## src/rtl/uart_wb_pkg.sv

```systemverilog
// Shared definitions for the UART <-> Wishbone bridges (uart2wb, wb2uart).
// Holds FSM state encodings, command-bit position, write-ack byte values and
// the frame-length helpers used by both bridge directions.
package uart_wb_pkg;

    typedef enum logic [1:0] {
        RX_CMD    = 2'd0,
        RX_FIELDS = 2'd1,
        WB_REQ    = 2'd2,
        TX_RESP   = 2'd3
    } state_t;

    localparam int unsigned WE_BIT         = 0;
    localparam logic [7:0]  WR_ACK_OK      = 8'h01;
    localparam logic [7:0]  WR_ACK_TIMEOUT = 8'h00;

    // Number of request bytes that follow the command byte.
    function automatic logic [3:0] req_fields(input logic we, input int unsigned nbytes);
        return we ? 4'(nbytes + 2) : 4'd1;
    endfunction

    // Number of bytes in the response frame.
    function automatic logic [3:0] resp_bytes(input logic we, input int unsigned nbytes);
        return we ? 4'd1 : 4'(nbytes);
    endfunction

endpackage

```

## src/rtl/uart2wb_if.sv

```systemverilog
// Wishbone bus bundle between the uart2wb bridge (master) and a slave.
interface uart2wb_if #(
    parameter int unsigned addr_width   = 8,
    parameter int unsigned data_width   = 8,
    parameter int unsigned strobe_width = data_width / 8
);
    logic [addr_width-1:0]   wb_adr;
    logic [data_width-1:0]   wb_datwr;
    logic [data_width-1:0]   wb_datrd;
    logic                    wb_we;
    logic [strobe_width-1:0] wb_sel;
    logic                    wb_stb;
    logic                    wb_cyc;
    logic                    wb_ack;

    modport master (
        output wb_adr, wb_datwr, wb_we, wb_sel, wb_stb, wb_cyc,
        input  wb_datrd, wb_ack
    );

    modport slave (
        input  wb_adr, wb_datwr, wb_we, wb_sel, wb_stb, wb_cyc,
        output wb_datrd, wb_ack
    );
endinterface

```

## src/rtl/uart_rx.sv

```systemverilog
// 8N1 UART receiver: two-flop synchroniser, mid-bit sampling, one-cycle
// o_valid pulse at the middle of a valid stop bit.
module uart_rx #(
    parameter int unsigned clk_per_bit = 217
) (
    input  logic       clock,
    input  logic       reset,
    input  logic       i_rx,
    output logic [7:0] o_data,
    output logic       o_valid
);
    localparam int unsigned     CW   = $clog2(clk_per_bit);
    localparam logic [CW-1:0]   FULL = CW'(clk_per_bit - 1);
    localparam logic [CW-1:0]   HALF = CW'(clk_per_bit / 2 - 1);

    logic          r_s1, r_s2, r_busy, r_valid;
    logic [CW-1:0] r_clk;
    logic [3:0]    r_bits;
    logic [7:0]    r_shift, r_data;

    assign o_data  = r_data;
    assign o_valid = r_valid;

    // Synchronise the line, then walk start/data/stop bits on a bit-period counter.
    always_ff @(posedge clock) begin
        if (reset) begin
            r_s1    <= 1'b1;
            r_s2    <= 1'b1;
            r_busy  <= 1'b0;
            r_clk   <= '0;
            r_bits  <= '0;
            r_shift <= '0;
            r_data  <= '0;
            r_valid <= 1'b0;
        end else begin
            r_s1    <= i_rx;
            r_s2    <= r_s1;
            r_valid <= 1'b0;
            if (!r_busy) begin
                if (!r_s2) begin
                    r_busy <= 1'b1;
                    r_clk  <= '0;
                    r_bits <= '0;
                end
            end else if (r_bits == 4'd0) begin
                if (r_clk == HALF) begin
                    r_clk <= '0;
                    if (r_s2) r_busy <= 1'b0;   // glitch, not a real start bit
                    else      r_bits <= 4'd1;
                end else begin
                    r_clk <= r_clk + 1'b1;
                end
            end else if (r_clk == FULL) begin
                r_clk <= '0;
                if (r_bits == 4'd9) begin
                    r_busy  <= 1'b0;
                    r_valid <= r_s2;
                    r_data  <= r_shift;
                end else begin
                    r_shift <= {r_s2, r_shift[7:1]};
                    r_bits  <= r_bits + 4'd1;
                end
            end else begin
                r_clk <= r_clk + 1'b1;
            end
        end
    end
endmodule

```

## src/rtl/uart_tx.sv

```systemverilog
// 8N1 UART transmitter. o_done pulses for one cycle after the stop bit while
// the transmitter is already idle, so a new i_load is accepted in that cycle.
module uart_tx #(
    parameter int unsigned clk_per_bit = 217
) (
    input  logic       clock,
    input  logic       reset,
    input  logic [7:0] i_data,
    input  logic       i_load,
    output logic       o_tx,
    output logic       o_done
);
    localparam int unsigned   CW   = $clog2(clk_per_bit);
    localparam logic [CW-1:0] FULL = CW'(clk_per_bit - 1);

    logic          r_tx, r_busy, r_done;
    logic [CW-1:0] r_clk;
    logic [3:0]    r_bits;
    logic [8:0]    r_shift;

    assign o_tx   = r_tx;
    assign o_done = r_done;

    // Shift out start, 8 data bits LSB first, then stop.
    always_ff @(posedge clock) begin
        if (reset) begin
            r_tx    <= 1'b1;
            r_busy  <= 1'b0;
            r_done  <= 1'b0;
            r_clk   <= '0;
            r_bits  <= '0;
            r_shift <= '1;
        end else begin
            r_done <= 1'b0;
            if (!r_busy) begin
                if (i_load) begin
                    r_shift <= {1'b1, i_data};
                    r_tx    <= 1'b0;
                    r_busy  <= 1'b1;
                    r_clk   <= '0;
                    r_bits  <= '0;
                end
            end else if (r_clk == FULL) begin
                r_clk <= '0;
                if (r_bits == 4'd9) begin
                    r_busy <= 1'b0;
                    r_done <= 1'b1;
                    r_tx   <= 1'b1;
                end else begin
                    r_tx    <= r_shift[0];
                    r_shift <= {1'b1, r_shift[8:1]};
                    r_bits  <= r_bits + 4'd1;
                end
            end else begin
                r_clk <= r_clk + 1'b1;
            end
        end
    end
endmodule

```

## src/rtl/uart2wb.sv

```systemverilog
// UART-side responder: receives a request frame, runs one Wishbone master
// cycle, returns one response frame. Half-duplex: bytes arriving while a
// cycle or response is in progress are dropped.
// Optional UART2WB_TIMEOUT_EN: abort a Wishbone cycle after 65535 cycles
// without ack and return zero data / a 0x00 write ack.
module uart2wb
    import uart_wb_pkg::*;
#(
    parameter int unsigned addr_width   = 8,
    parameter int unsigned data_width   = 8,
    parameter int unsigned strobe_width = data_width / 8,
    parameter int unsigned clk_per_bit  = 217
) (
    input  logic      clock,
    input  logic      reset,
    input  logic      uart_rx,
    output logic      uart_tx,
    uart2wb_if.master wb
);
    localparam int unsigned NB  = data_width / 8;
    localparam logic [3:0]  NB4 = 4'(NB);

    state_t                  r_state, w_next;
    logic                    r_we, r_cyc, r_stb;
    logic [addr_width-1:0]   r_adr;
    logic [data_width-1:0]   r_datwr, r_resp;
    logic [strobe_width-1:0] r_sel;
    logic [3:0]              r_rx_cnt, r_tx_cnt, w_req_len, w_resp_len;
    logic [7:0]              w_rx_data;
    logic                    w_rx_valid, w_tx_done, w_tx_load;
    logic                    w_last_field, w_ack_hit, w_wb_end;

    uart_rx #(.clk_per_bit(clk_per_bit)) u_rx (
        .clock(clock), .reset(reset), .i_rx(uart_rx),
        .o_data(w_rx_data), .o_valid(w_rx_valid)
    );

    uart_tx #(.clk_per_bit(clk_per_bit)) u_tx (
        .clock(clock), .reset(reset), .i_data(r_resp[7:0]), .i_load(w_tx_load),
        .o_tx(uart_tx), .o_done(w_tx_done)
    );

    assign wb.wb_adr   = r_adr;
    assign wb.wb_datwr = r_datwr;
    assign wb.wb_we    = r_we;
    assign wb.wb_sel   = r_sel;
    assign wb.wb_stb   = r_stb;
    assign wb.wb_cyc   = r_cyc;

    assign w_req_len    = req_fields(r_we, NB);
    assign w_resp_len   = resp_bytes(r_we, NB);
    assign w_last_field = (r_state == RX_FIELDS) && w_rx_valid && (r_rx_cnt + 4'd1 == w_req_len);
    assign w_ack_hit    = r_stb && wb.wb_ack;
    // First byte loads on entry to TX_RESP; later bytes on the previous tx_done.
    assign w_tx_load    = (r_state == TX_RESP) &&
                          ((r_tx_cnt == 4'd0) || (w_tx_done && r_tx_cnt != w_resp_len));

`ifdef UART2WB_TIMEOUT_EN
    logic [15:0] r_to_cnt;
    logic        w_to_hit;

    // r_to_cnt holds (stb-high cycles - 1); 0xFFFE marks the 65535th cycle.
    assign w_to_hit = r_stb && !wb.wb_ack && (r_to_cnt == 16'hFFFE);
    assign w_wb_end = w_ack_hit || w_to_hit;

    // Count cycles spent waiting for ack while the strobe is up.
    always_ff @(posedge clock) begin
        if (reset || !r_stb) r_to_cnt <= '0;
        else                 r_to_cnt <= r_to_cnt + 16'd1;
    end
`else
    assign w_wb_end = w_ack_hit;
`endif

    // State register.
    always_ff @(posedge clock) begin
        if (reset) r_state <= RX_CMD;
        else       r_state <= w_next;
    end

    // Next-state logic.
    always_comb begin
        w_next = r_state;
        case (r_state)
            RX_CMD:    if (w_rx_valid)   w_next = RX_FIELDS;
            RX_FIELDS: if (w_last_field) w_next = WB_REQ;
            WB_REQ:    if (w_wb_end)     w_next = TX_RESP;
            TX_RESP:   if (w_tx_done && r_tx_cnt == w_resp_len) w_next = RX_CMD;
            default:   w_next = RX_CMD;
        endcase
    end

    // Request capture, Wishbone drive and response sequencing.
    always_ff @(posedge clock) begin
        if (reset) begin
            r_we     <= 1'b0;
            r_cyc    <= 1'b0;
            r_stb    <= 1'b0;
            r_adr    <= '0;
            r_datwr  <= '0;
            r_sel    <= '0;
            r_resp   <= '0;
            r_rx_cnt <= '0;
            r_tx_cnt <= '0;
        end else begin
            case (r_state)
                RX_CMD: begin
                    if (w_rx_valid) begin
                        r_we     <= w_rx_data[WE_BIT];
                        r_rx_cnt <= '0;
                    end
                end
                RX_FIELDS: begin
                    if (w_rx_valid) begin
                        if (r_rx_cnt == 4'd0)
                            r_adr <= w_rx_data[addr_width-1:0];
                        else if (r_rx_cnt <= NB4)
                            r_datwr <= (r_datwr >> 8) | (data_width'(w_rx_data) << (data_width - 8));
                        else
                            r_sel <= w_rx_data[strobe_width-1:0];
                        if (r_rx_cnt != w_req_len) r_rx_cnt <= r_rx_cnt + 4'd1;
                        if (w_last_field) begin
                            r_cyc <= 1'b1;
                            r_stb <= 1'b1;
                        end
                    end
                end
                WB_REQ: begin
                    if (w_ack_hit) begin
                        r_resp   <= r_we ? data_width'(WR_ACK_OK) : wb.wb_datrd;
                        r_cyc    <= 1'b0;
                        r_stb    <= 1'b0;
                        r_tx_cnt <= '0;
                    end
`ifdef UART2WB_TIMEOUT_EN
                    else if (w_to_hit) begin
                        r_resp   <= r_we ? data_width'(WR_ACK_TIMEOUT) : '0;
                        r_cyc    <= 1'b0;
                        r_stb    <= 1'b0;
                        r_tx_cnt <= '0;
                    end
`endif
                end
                TX_RESP: begin
                    if (w_tx_load) begin
                        r_resp <= r_resp >> 8;
                        if (r_tx_cnt != w_resp_len) r_tx_cnt <= r_tx_cnt + 4'd1;
                    end
                end
                default: ;
            endcase
        end
    end
endmodule
```

## src/flat_wrapper.sv

```systemverilog
// flat-port wrapper written by rule: the top's interface ports become plain ports
module uart2wb_flat import uart_wb_pkg::*;
#(
    parameter int unsigned addr_width   = 8,
    parameter int unsigned data_width   = 8,
    parameter int unsigned strobe_width = data_width / 8,
    parameter int unsigned clk_per_bit  = 217
)
  (clock, reset, uart_rx, uart_tx, wb_wb_adr, wb_wb_datwr, wb_wb_we, wb_wb_sel, wb_wb_stb, wb_wb_cyc, wb_wb_datrd, wb_wb_ack);
  uart2wb_if #(.addr_width(addr_width), .data_width(data_width), .strobe_width(strobe_width)) wb_i ();
  input  logic clock;
  input  logic reset;
  input  logic uart_rx;
  output logic uart_tx;
  output wire logic [$bits(wb_i.wb_adr)-1:0] wb_wb_adr;
  output wire logic [$bits(wb_i.wb_datwr)-1:0] wb_wb_datwr;
  output wire logic [$bits(wb_i.wb_we)-1:0] wb_wb_we;
  output wire logic [$bits(wb_i.wb_sel)-1:0] wb_wb_sel;
  output wire logic [$bits(wb_i.wb_stb)-1:0] wb_wb_stb;
  output wire logic [$bits(wb_i.wb_cyc)-1:0] wb_wb_cyc;
  input wire logic [$bits(wb_i.wb_datrd)-1:0] wb_wb_datrd;
  input wire logic [$bits(wb_i.wb_ack)-1:0] wb_wb_ack;
  assign wb_wb_adr = wb_i.wb_adr;
  assign wb_wb_datwr = wb_i.wb_datwr;
  assign wb_wb_we = wb_i.wb_we;
  assign wb_wb_sel = wb_i.wb_sel;
  assign wb_wb_stb = wb_i.wb_stb;
  assign wb_wb_cyc = wb_i.wb_cyc;
  assign wb_i.wb_datrd = wb_wb_datrd;
  assign wb_i.wb_ack = wb_wb_ack;
  uart2wb #(.addr_width(addr_width), .data_width(data_width), .strobe_width(strobe_width), .clk_per_bit(clk_per_bit)) u_core (.clock(clock), .reset(reset), .uart_rx(uart_rx), .uart_tx(uart_tx), .wb(wb_i));
endmodule
```

## config.mk

```make
export PLATFORM = sky130hd
export DESIGN_NAME = uart2wb_flat
export DESIGN_NICKNAME = d
export VERILOG_FILES = /design/src/rtl/uart_wb_pkg.sv /design/src/rtl/uart2wb_if.sv /design/src/rtl/uart_rx.sv /design/src/rtl/uart_tx.sv /design/src/rtl/uart2wb.sv /design/src/flat_wrapper.sv
export SDC_FILE = /design/constraint.sdc
export NUM_CORES = 1
export LEC_CHECK = 0
export ABC_AREA = 1
export CAP_MARGIN = 20
export CORE_ASPECT_RATIO = 1.4
export CORE_MARGIN = 10
export CORE_UTILIZATION = 50
export CTS_CLUSTER_DIAMETER = 80
export CTS_CLUSTER_SIZE = 12
export DETAILED_ROUTE_END_ITERATION = 8
export GPL_TIMING_DRIVEN = 0
export PLACE_DENSITY = 0.72
export RECOVER_POWER = 25
export SLEW_MARGIN = 10
export SYNTH_ARGS = -nofsm -noshare
export SYNTH_HDL_FRONTEND = slang
export SYNTH_SLANG_ARGS = --single-unit
```

## constraint.sdc

```tcl
create_clock -name clock -period 1.4 [get_ports clock]
set_clock_uncertainty 0.1 [all_clocks]
set_input_delay 0.28 -clock clock [delete_from_list [all_inputs] [get_ports clock]]
set_output_delay 0.28 -clock clock [all_outputs]
set_load 0.01 [all_outputs]
```

Yosys cells after proc, flatten, opt, wreduce, memory -nomap -nowiden
Index checks and enable logic that the tools add are counted.
{"block": "word_totals", "output_inout_bits": 21, "in_bits": 12, "register_bits": 93, "word_cells": 155}
{"block": "classes", "eq_ne": 27, "muxes": 59, "n_reduce_logical": 31, "magnitude_cmp": 1, "n_addsub": 6, "n_bitwise": 8}
{"cell": "2-to-1 mux 8 bit", "n": 10}
{"cell": "2-to-1 mux 4 bit", "n": 17}
{"cell": "2-to-1 mux 9 bit", "n": 4}
{"cell": "AND reduction 4 bit", "n": 8}
{"cell": "2-to-1 mux 1 bit", "n": 18}
{"cell": "adder 4 x 1 -> 4 bit (second input constant)", "n": 4}
{"cell": "adder 8 x 1 -> 8 bit (second input constant)", "n": 2}
{"cell": "equality test 8 bit (second input constant)", "n": 2}
{"cell": "one-hot mux 4 bit (2 select lines)", "n": 2}
{"cell": "one-hot mux 8 bit (2 select lines)", "n": 1}
{"cell": "!= test 2 bit (second input constant)", "n": 7}
{"cell": "zero test 4 bit", "n": 3}
{"cell": "2-to-1 mux 2 bit", "n": 5}
{"cell": "AND reduction 3 bit", "n": 3}
{"cell": "equality test 4 bit (second input constant)", "n": 2}
{"cell": "equality test 8 x 7 -> 1 bit (second input constant)", "n": 1}
{"cell": "!= test 2 x 1 -> 1 bit (second input constant)", "n": 4}
{"cell": "inverter 1 bit", "n": 8}
{"cell": "one-hot mux 2 bit (4 select lines)", "n": 1}
{"cell": "nonzero test 2 bit", "n": 4}
{"cell": "logical AND 1 bit", "n": 6}
{"cell": "!= test 3 bit (second input constant)", "n": 2}
{"cell": "AND reduction 5 bit", "n": 1}
{"cell": "OR reduction 5 bit", "n": 1}
{"cell": "14 further kinds", "n": 16}

Logic depth before layout (Yosys ltp)
Gate-level depths: netlist (run 1).
{"block": "depth", "word_depth": 6, "mapped_depth": 11, "mapped_depth_nobuf": 11}

By module
From an unflattened synthesis (run 1), not the netlist that was laid out.
{"block": "unflattened", "cells_unflattened": 639, "area_unflattened_um2": 4688.2}
{"mod": "uart2wb", "area_per_inst_um2": 1875.5, "cells_each": 259, "seq_area_each_um2": 740.7, "instances": 1}
{"mod": "uart_rx", "area_per_inst_um2": 1524.0, "cells_each": 199, "seq_area_each_um2": 640.6, "instances": 1}
{"mod": "uart_tx", "area_per_inst_um2": 1288.7, "cells_each": 181, "seq_area_each_um2": 460.4, "instances": 1}

Worst setup path after synthesis (run 1)
Ideal clock, no wire load.
{"block": "synth_timing", "path_kind": "reg2reg", "from": "register u_core.r_state[0]", "to": "register u_core.r_tx_cnt[0]", "period_less_slack_ps": 1543, "path_stages_with_launch": 10, "path_slack_ps": -143, "required_time_ps": 1183, "n_path_buf": 1, "setup_ps": 117, "arrival_ps": 1326, "cell_sequence": "dfxtp_1 > ha_1 > buf_4 > inv_1 > o21ai_0 > nand2_1 > inv_1 > nand2_1 > a21oi_1 > nor2_1"}
{"block": "synth_between", "elab_chain_len": 4, "elab_cells_between_ends": 9, "cone_classes": "5 x eq/ne; 1 x mux; 3 x reduce/logical"}
{"element": "start: declaration", "line_no": "uart2wb.sv:23", "text": "state_t r_state, w_next;"}
{"element": "start signal: assignment", "line_no": "uart2wb.sv:78", "text": "else r_state <= w_next;"}
{"element": "equality test 2 bit", "line_no": "uart2wb.sv:55, uart2wb.sv:106"}
{"element": "logical AND 1 bit", "line_no": "uart2wb.sv:55", "text": "assign w_tx_load = (r_state == TX_RESP) &&"}
{"element": "!= test 2 bit (no line)"}
{"element": "AND reduction 4 bit (no line)"}
{"element": "end signal: assignment", "line_no": "uart2wb.sv:147", "text": "if (r_tx_cnt != w_resp_len) r_tx_cnt <= r_tx_cnt + 4'd1;"}
{"element": "end: declaration", "line_no": "uart2wb.sv:28", "text": "logic [3:0] r_rx_cnt, r_tx_cnt, w_req_len, w_resp_len;"}
Several ways; a longest one is shown, not always the timed one.
A chain may end at the register's enable or synchronous reset.

Worst setup path in the final report (run 1)
{"block": "layout_timing", "from": "register u_core.u_tx.r_clk[0]", "to": "register u_core.u_tx.r_bits[3]"}
{"block": "layout_between", "elab_chain_len": 3}
{"element": "start: declaration", "line_no": "uart_tx.sv:17", "text": "logic [CW-1:0] r_clk;"}
{"element": "start signal: assignment", "line_no": "uart_tx.sv:55", "text": "r_clk <= r_clk + 1'b1;"}
{"element": "equality test 8 bit", "line_no": "uart_tx.sv:43", "text": "end else if (r_clk == FULL) begin"}
{"element": "!= test 2 x 1 -> 1 bit (no line)"}
{"element": "AND reduction 3 bit (no line)"}
{"element": "end signal: assignment", "line_no": "uart_tx.sv:52", "text": "r_bits <= r_bits + 4'd1;"}
{"element": "end: declaration", "line_no": "uart_tx.sv:18", "text": "logic [3:0] r_bits;"}
Every way passes these cells.

==> impl_metrics.py, run 1 <==
metrics = {
    "route": {
        "firstDrtPassIters": 6,
        "wire_per_inst_microns": 17.4,
        "vias_per_cell": 5.67,
        "vias": 4556,
        "drt-initial-drc-count": 207,
        "ant_nets": 0,
        "drc_errors": 0,
        "routed_wl_mm": 14.0,
    },
    "sta": {
        "hold_viol": 0,
        "rsz0062_at_grt": "true",
        "tightestPinTransition_ns": 0.430,
        "finalWorstSetupSlack_ns": -0.219,
        "finalSetupViolCount": 85,
        "max_freq_mhz": 618,
        "tns_ns": -10.77,
        "fin_crit_sh_pct": 116,
        "slew_violations": 0,
        "fin_crit_ns": 1.62,
        "maxSlewHeadroom_pct": 71.3,
    },
    "clock_network": {
        "root_buffer": "clkbuf_16",
        "clkTransAtPathRegs_ns": 0.07,
        "tritoncts": "yes",
        "cts_buffers": 9,
        "cts_num_sinks": 92,
        "ctsHoldBuffers": 0,
        "htreeDepth": 3,
        "cts_buffer_depth": 2,
        "clk_latency_ns": 0.35,
    },
    "die": {
        "die-area_sq_um": 12900,
        "die_x_microns": 98.8,
        "io_pins": 33,
        "rows": 40,
        "die_h_microns": 130,
        "coreArea_sq_um": 8510,
        "floorplan.initialDensity_pct": 51.0,
    },
    "synthesis": {
        "synth_cell_types": 32,
        "netlist.area_leader.share_pct": 42.4,
        "syn_avg_cell_area_sq_um": 7.28,
        "synth_fp_nets": 627,
        "synth_top_cell_by_area": "dfxtp_1",
        "syn_area_sq_um": 4340,
        "ys_seq_area_share_pct": 42.4,
        "ys_top_cells_by_area": "dfxtp_1 42%, nand2_1 9.9%, a21oi_1 7.3%, nand3_1 7.0%, o21ai_0 6.0%",
        "synthCells": 596,
        "yosys_warnings": 0,
        "synth-seq-cells": 92,
    },
    "global_routing": {
        "grt.total_usage_pct": 18.7,
        "grt_pass1_wl_mm": 20.2,
        "grt_max_degree": 17,
        "antenna_found_initial": 0,
        "grt_pass1_vias": 4410,
        "grt_overflow": 0,
    },
    "finish": {
        "finalNonFillerCells": 803,
        "final_core_util_pct": 78.6,
        "final_cell_mix": "76 x nand2_1, 73 x dfxtp_1, 48 x inv_1, 43 x nor2_1, 38 x a21oi_2",
        "area_delta_synth_final_pct": 54.1,
        "fillCellCount": 542,
        "layout.nets": 724,
        "diodes": 0,
        "mostFrequentLayoutCell": "nand2_1",
        "drive_gt1_share_pct": 45.3,
        "postLayoutCellArea_sq_um": 6690,
    },
    "place": {
        "gp_routability_congestion": 0.851,
        "place_area_sq_um": 4920,
        "placed_cells": 733,
        "portBuffers": 32,
        "hpwlAfterDp_mm": 7.37,
    },
    "worst_setup_path": {
        "cp_slowest_cell": "dfxtp_4",
        "cp_top_family": "simple AND/OR/NAND/NOR gates",
        "crit_path_max_incr_delay_ns": 0.37,
        "cp_common_cell": "nand2_4",
        "crit_buf_inv": 3,
        "path_class": "register to register",
        "crit_path_end_kind": "register",
        "crit_arrival_ns": 1.80,
        "worstPathMaxFanout": 6,
        "path_cells": "inv_4, ha_4, nand3_4, nor2_4, nand2_2, inv_2, nand2_4, nand2_4, buf_8, nand2_4, a21oi_2",
        "start_kind": "register",
        "worstPathRequired_ns": 1.58,
    },
    "run": {
        "maxCapViolCount": 0,
    },
    "min_path": {
        "hp-class": "register to register",
    },
    "pwr": {
        "ir_drop_mv": 0.848,
        "leakage_nw": 2.73,
        "power_density_nw_per_um2": 794,
        "finalPower_mw": 5.31,
    },
    "outcome": {
        "status": "complete, but fails checks",
        "violations": "setup timing",
    },
}
kinds of logic after synthesis:
logic type	after synthesis	synth area share (%)
AND/OR/NAND/NOR	269	27.6
AO/OA/AOI/OAI	122	14.6
flip-flops	92	42.4
buffers and inverters	86	8.27
adder cells (fa/ha/maj)	19	5.48
XOR/XNOR	8	1.61
metal layers:
layer | part of all wire [%] | track usage, %
met5 | 0 | 0
met4 | 3.6 | 8.96
met3 | 4.1 | 3.86
met2 | 54 | 35.2
met1 | 38 | 19.2
synthesized netlist by cell type, drive strengths merged:
cell type  number
xor2            3
clkbuf         10
or2             2
a21oi          65
ha             19
a21o            1
nor2           69
nand4           9
o21a            1
and3            2
o21ai          54
nor3            5
nor4            1
xnor2           5
inv            65
dfxtp          92
nand3          63
nand3b          2
clkinv          1
buf            10
nand2         116
o21bai          1
timing repair:
item | 4_1_cts | 5_1_grt
setup buffers | 31 | 19
resized for setup | 231 | 129
pin swaps | 63 | 49
setup endpoints to repair | 107 | 93
gates cloned | 8 | 1
state kept, by name, indices dropped and copies added, names as in the netlist, 2 cells and up:
| signal | cells |
|---|---|
| u_core.r_resp | 8 |
| u_core.u_rx.o_data | 8 |
| u_core.u_rx.r_clk | 8 |
| u_core.u_rx.r_shift | 8 |
| u_core.u_tx.r_clk | 8 |
| u_core.u_tx.r_shift | 8 |
| u_core.wb.wb_adr | 8 |
| u_core.wb.wb_datwr | 8 |
| u_core.r_rx_cnt | 4 |
| u_core.r_tx_cnt | 4 |
| u_core.u_rx.r_bits | 4 |
| u_core.u_tx.r_bits | 4 |
| u_core.r_state | 2 |
worst reg2reg max path, delay by kind of cell, from the launching register on:
kind / cells / cell delay, ns
fa+ha+maj: 1 / 0.13
buf+inv: 3 / 0.32
flops: 1 / 0.37
simple gates: 6 / 0.51
compound gates: 1 / 0.12
where the power goes:
part	internal, mW	switching (mW)	total [mW]
Combinational	0.0955	0.166	0.261
Clock	1.32	1.11	2.43
Sequential	2.61	0.0114	2.62
Total	4.03	1.28	5.31
cell type report:
cell class,count,area (sq um),share of cell area (%)
plain buffers,19,160,2.39
clock buffers,11,253,3.78
clock inverters,5,41.3,0.617
inverters,66,289,4.32
multi-input cells,418,3090,46.1
flip-flops and latches,92,1890,28.3
well taps,105,131,1.96
repair buffers,87,838,12.5
path summary, 6_finish.rpt:
| check | startpoint | endpoint | slack [ns] | cells after the start |
|---|---|---|---|---|
| worst min-delay path | u_core.u_rx.r_s1 | u_core.u_rx.r_s2 | 0.33 | 1 |
| worst max register to register | u_core.u_tx.r_clk[0] | u_core.u_tx.r_bits[3] | -0.22 | 11 |
| worst min register to register | u_core.u_rx.r_s1 | u_core.u_rx.r_s2 | 0.33 | 1 |
| worst max-delay path | u_core.u_tx.r_clk[0] | u_core.u_tx.r_bits[3] | -0.22 | 11 |
stage by stage:
step / setup slack, ns / hold WS (ns)
3_5_place_dp: -0.565 / 0.314
2_1_floorplan: -0.0728 / 0.284
3_3_place_gp: -0.540 / 0.298
5_1_grt: -0.299 / 0.362
4_1_cts: -0.201 / 0.330
6_report: -0.219 / 0.333
No activity file was read; power rests on OpenSTA's default activity.
==> run 2: changes to the inputs <==
Settings changed: CORE_UTILIZATION 50 to 53, CTS_CLUSTER_SIZE 12 to 16, PLACE_DENSITY 0.72 to 0.75.
==> run 2 against run 1 <==
Power decreased by 0.12%; worst hold slack got worse by 0.0059 ns; largest power group unchanged; the flow still finishes with violations (setup timing); via count increased by 5.7%; largest cell class unchanged; fmax decreased by 3.7%; sequential share of layout area decreased by 0.61 points; sequential cell count unchanged; global-route usage increased by 1.4 points; final area increased by 2.2%; die area decreased by 4.7%.
==> impl_metrics.py, run 2 (synthesized netlist as in run 1, its figures left out) <==
metrics = {
    "outcome": {
        "status": "complete, but fails checks",
        "violations": "setup timing",
    },
    "clock_network": {
        "root_buffer": "clkbuf_16",
        "clk_latency_ns": 0.35,
        "cts_buffers": 9,
        "clkTransAtPathRegs_ns": 0.06,
        "cts_buffer_depth": 2,
        "ctsHoldBuffers": 0,
        "htreeDepth": 3,
        "cts_num_sinks": 92,
        "tritoncts": "yes",
    },
    "worst_setup_path": {
        "worstPathRequired_ns": 1.58,
        "r2r_end": "u_core.u_rx.r_shift[1]",
        "start_kind": "register",
        "crit_path_end_kind": "register",
        "regToRegSetupSlack_ns": -0.28,
        "rr_worst_depth": 7,
        "crit_arrival_ns": 1.86,
        "rr_startpoint": "u_core.u_rx.r_clk[3]",
        "path_class": "register to register",
        "worstPathMaxFanout": 5,
    },
    "global_routing": {
        "grt_max_degree": 16,
        "grt_overflow": 0,
        "grt.total_usage_pct": 20.1,
        "grt_pass1_wl_mm": 20.1,
        "antenna_found_initial": 0,
        "grt_pass1_vias": 4385,
    },
    "finish": {
        "final_cell_mix": "71 x nand2_1, 70 x dfxtp_1, 44 x inv_1, 43 x nor2_1",
        "layout.nets": 730,
        "diodes": 0,
        "area_delta_synth_final_pct": 57.4,
        "finalNonFillerCells": 806,
        "mostFrequentLayoutCell": "nand2_1",
        "drive_gt1_share_pct": 47.6,
        "fillCellCount": 415,
    },
    "sta": {
        "finalSetupViolCount": 85,
        "tightestPinTransition_ns": 0.853,
        "rsz0062_at_grt": "true",
        "hold_slack_ns": 0.328,
        "max_freq_mhz": 595,
        "finalWorstSetupSlack_ns": -0.281,
        "slew_violations": 0,
        "fin_crit_ns": 1.68,
        "hold_viol": 0,
        "fin_crit_sh_pct": 120,
        "tns_ns": -13.39,
        "maxSlewHeadroom_pct": 43.1,
    },
    "min_path": {
        "hold-path-cell-count": 1,
        "min_from": "u_core.u_rx.r_s1",
        "hp-class": "register to register",
        "worst_hold_path.endpoint": "u_core.u_rx.r_s2",
    },
    "die": {
        "die_x_microns": 96.5,
        "coreArea_sq_um": 8100,
        "io_pins": 33,
        "die_h_microns": 127,
        "rows": 39,
        "floorplan.initialDensity_pct": 53.6,
        "die-area_sq_um": 12300,
    },
    "pwr": {
        "power_density_nw_per_um2": 776,
        "leakage_nw": 2.78,
        "finalPower_mw": 5.30,
        "ir_drop_mv": 0.939,
    },
    "place": {
        "gp_routability_congestion": 0.902,
        "placed_cells": 730,
        "portBuffers": 32,
        "hpwlAfterDp_mm": 7.46,
    },
    "route": {
        "drt-initial-drc-count": 475,
        "drc_errors": 0,
        "wl_met1_mm": 5.64,
        "firstDrtPassIters": 7,
        "highest_layer": "met4",
        "wl_met3_mm": 1.00,
        "ant_nets": 0,
        "vias": 4817,
        "met2_length_mm": 8.43,
        "wire_per_inst_microns": 19.7,
        "vias_per_cell": 5.98,
        "routed_wl_mm": 15.9,
    },
    "run": {
        "maxCapViolCount": 0,
    },
}
[run 2: changes by cell type in the layout (fill, tap and decap cells not counted), sizes merged]
cell | before | now
clkinv | 2 | 3
clkdlybuf4s50 | 10 | 11
clkbuf | 22 | 21
clkdlybuf4s15 | 4 | 2
dlygate4sd3 | 1 | 0
inv | 67 | 66
buf | 64 | 72
dlygate4sd2 | 16 | 17
[run 2: what timing repair did]
action | in CTS | in global routing
resized for setup | 221 | 172
setup buffers | 33 | 21
pin swaps | 65 | 59
cloned | 7 | 1
endpoints found under the setup margin | 108 | 92
hold endpoints to repair | 0 | 0
[run 2: worst max-delay path by stage]
stage | from | end | slack (ns) | cells past startpoint
final | u_core.u_rx.r_clk[3] | u_core.u_rx.r_shift[1] | -0.28 | 7
after global routing | u_core.u_rx.r_clk[7] | u_core.u_rx.o_data[1] | -0.34 | 7
after CTS | u_core.u_rx.r_clk[0] | u_core.u_rx.r_shift[0] | -0.21 | 9
after detailed placement | reset | u_core.wb.wb_datwr[2] | -0.57 | 5
after global placement | reset | u_core.u_tx.r_bits[0] | -0.53 | 5
after floorplan | u_core.u_rx.r_clk[0] | u_core.u_rx.r_shift[6] | -0.07 | 9
[run 2: layout make-up]
class | instances | area [sq um] | area share (%)
Timing Repair Buffer | 93 | 871 | 12.7
Sequential cell | 92 | 1890 | 27.6
Buffer | 19 | 153 | 2.23
Clock inverter | 5 | 35.0 | 0.513
Clock buffer | 11 | 243 | 3.55
Inverter | 66 | 292 | 4.27
Multi-Input combinational cell | 418 | 3230 | 47.2
Tap cell | 102 | 128 | 1.87
[run 2: worst max-delay path, stage by stage, from the launching register on]
cell	delay, ns
dfxtp_1	0.41
nand2_1	0.18
nor2_4	0.17
nand3_4	0.10
nor3_4	0.25
buf_4	0.19
o21ai_1	0.08
a21oi_1	0.13
[run 2: per-layer routing]
layer	track usage, %	up-vias
met5	0	-
met4	8.06	0
met3	4.10	91
met2	36.0	262
met1	22.1	2304
li1	-	2160
[run 2: where the power goes]
group / internal (mW) / switching [mW] / total (mW)
registers: 2.62 / 0.0125 / 2.63
clock network: 1.26 / 1.07 / 2.34
logic: 0.132 / 0.208 / 0.341
total: 4.01 / 1.30 / 5.30
[run 2: metrics by stage]
| step | util (%) | instance area [sq um] | setup WS [ns] |
|---|---|---|---|
| after detailed placement | 60.7 | 4910 | -0.565 |
| after floorplan | - | 4470 | -0.0728 |
| final | 84.4 | 6840 | -0.281 |
| after global routing | 84.4 | 6840 | -0.340 |
| after CTS | 74.8 | 6060 | -0.208 |
| after global placement | 60.7 | 4910 | -0.528 |
==> run 3: changes to the inputs <==
Settings changed: TNS_END_PERCENT from default to 20.
==> run 3 against run 2 <==
The flow still finishes with violations (setup timing); register-to-register slack gained 0.06 ns; sequential cell count unchanged; die area unchanged; combinational power decreased by 27%; critical endpoint is now u_core.u_rx.r_shift[4]; largest cell class unchanged.
==> impl_metrics.py, run 3 (synthesized netlist as in run 1, its figures left out) <==
metrics = {
    "finish": {
        "postLayoutCellArea_sq_um": 5850,
        "final_cell_mix": "88 x nand2_1, 75 x dfxtp_1, 54 x nand3_1, 51 x nor2_1, 50 x a21oi_1",
        "diodes": 0,
        "layout.nets": 695,
        "area_delta_synth_final_pct": 34.8,
        "final_core_util_pct": 72.2,
        "mostFrequentLayoutCell": "nand2_1",
        "fillCellCount": 636,
        "finalNonFillerCells": 771,
        "drive_gt1_share_pct": 29.4,
    },
    "min_path": {
        "min_from": "u_core.u_rx.r_s1",
        "hp-class": "register to register",
        "hold-path-cell-count": 1,
        "worst_hold_path.endpoint": "u_core.u_rx.r_s2",
    },
    "pwr": {
        "clkPwrFrac_pct": 45.8,
        "p_comb_share_pct": 4.7,
        "power_density_nw_per_um2": 907,
        "power.share.sequential_pct": 49.5,
        "leakage_nw": 2.31,
        "p_sw_share_pct": 22.2,
        "p_int_mw": 4.13,
        "switchingPower_mw": 1.18,
        "ir_drop_mv": 0.956,
        "finalPower_mw": 5.31,
    },
    "global_routing": {
        "grt_max_degree": 16,
        "antenna_found_initial": 0,
        "grt.total_usage_pct": 18.9,
        "grt_pass1_vias": 4099,
        "grt_overflow": 0,
        "grt_pass1_wl_mm": 18.9,
    },
    "worst_setup_path": {
        "cp_top_family": "simple AND/OR/NAND/NOR gates",
        "path_cells": "inv_2, ha_4, nand2_4, nor2_4, nand3_4, nor3_4, buf_6, o21ai_2, a21oi_1",
        "r2r_end": "u_core.u_rx.r_shift[4]",
        "crit_arrival_ns": 1.79,
        "cp_slowest_cell": "dfxtp_2",
        "worstPathMaxFanout": 5,
        "start_kind": "register",
        "rr_startpoint": "u_core.u_rx.r_clk[0]",
        "crit_path_end_kind": "register",
        "regToRegSetupSlack_ns": -0.22,
        "rr_worst_depth": 9,
        "worstPathRequired_ns": 1.57,
        "path_class": "register to register",
        "crit_buf_inv": 2,
        "crit_path_max_incr_delay_ns": 0.34,
    },
    "place": {
        "place_area_sq_um": 4870,
        "dp_slack_ns": -0.588,
        "gp_routability_congestion": 0.893,
        "placed_cells": 730,
        "portBuffers": 32,
        "hpwlAfterDp_mm": 7.52,
    },
    "die": {
        "coreArea_sq_um": 8100,
        "floorplan.initialDensity_pct": 53.6,
        "rows": 39,
        "io_pins": 33,
        "die_h_microns": 127,
        "die_x_microns": 96.5,
        "die-area_sq_um": 12300,
    },
    "sta": {
        "finalSetupViolCount": 83,
        "hold_viol": 0,
        "tns_ns": -8.35,
        "tightestPinTransition_ns": 0.686,
        "fin_crit_ns": 1.62,
        "fin_crit_sh_pct": 116,
        "slew_violations": 0,
        "hold_slack_ns": 0.338,
        "rsz0062_at_grt": "true",
        "finalWorstSetupSlack_ns": -0.222,
        "maxSlewHeadroom_pct": 54.3,
        "max_freq_mhz": 616,
    },
    "route": {
        "routed_wl_mm": 11.8,
        "firstDrtPassIters": 5,
        "drc_errors": 0,
        "vias_per_cell": 5.47,
        "ant_nets": 0,
        "wire_per_inst_microns": 15.2,
        "drt-initial-drc-count": 249,
        "vias": 4214,
    },
    "clock_network": {
        "clkTransAtPathRegs_ns": 0.07,
        "root_buffer": "clkbuf_16",
        "tritoncts": "yes",
        "cts_buffers": 9,
        "htreeDepth": 3,
        "clk_latency_ns": 0.34,
        "cts_buffer_depth": 2,
        "cts_num_sinks": 92,
    },
    "outcome": {
        "violations": "setup timing",
        "status": "complete, but fails checks",
    },
    "run": {
        "maxCapViolCount": 0,
    },
}
## run 3: cell count changes in the layout (fill, tap and decap cells not counted), sizes merged
cell	delta
clkinv	-2
dlygate4sd3	+1
clkdlybuf4s15	+1
buf	-32
clkdlybuf4s50	-1
clkbuf	-2
## run 3: what timing repair did
item	in CTS	in global routing
setup endpoints to repair	111	91
gates resized for setup	143	76
hold buffers	0	0
buffers inserted	19	4
hold endpoints to repair	0	0
gates cloned	3	0
pin swaps	33	27
## run 3: power by group through the flow
stage / sequential [mW] / clock, mW / combinational, mW
6_report: 2.63 / 2.43 / 0.248
5_1_grt: 2.63 / 2.57 / 0.274
4_1_cts: 2.63 / 2.47 / 0.235
3_5_place_dp: 2.70 / 0 / 0.198
3_3_place_gp: 2.70 / 0 / 0.192
2_1_floorplan: 2.69 / 0 / 0.119
## run 3: layout make-up
class	count	area (sq um)	area share, %
clock inverters	3	25.0	0.428
multi-input cells	418	2600	44.4
plain buffers	19	140	2.40
clock buffers	13	282	4.81
flip-flops and latches	92	1880	32.2
repair buffers	58	517	8.83
well taps	102	128	2.18
inverters	66	277	4.73
## run 3: worst max path at each step
stage	from	end	cells past startpoint
after global placement	reset	u_core.u_tx.r_bits[0]	5
after CTS	u_core.r_state[1]	u_core.r_tx_cnt[0]	9
after floorplan	u_core.u_rx.r_clk[0]	u_core.u_rx.r_shift[6]	9
after detailed placement	reset	u_core.u_tx.r_bits[0]	5
after global routing	u_core.u_rx.r_clk[0]	u_core.u_rx.r_shift[3]	9
final	u_core.u_rx.r_clk[0]	u_core.u_rx.r_shift[4]	9
## run 3: metal layers
metal | vias up | GRT usage, % | wire (microns)
li1 | 2094 | - | -
met1 | 2002 | 20.9 | 4700
met2 | 90 | 33.9 | 6280
met3 | 28 | 4.10 | 458
met4 | 0 | 7.12 | 311
met5 | - | 0 | 0
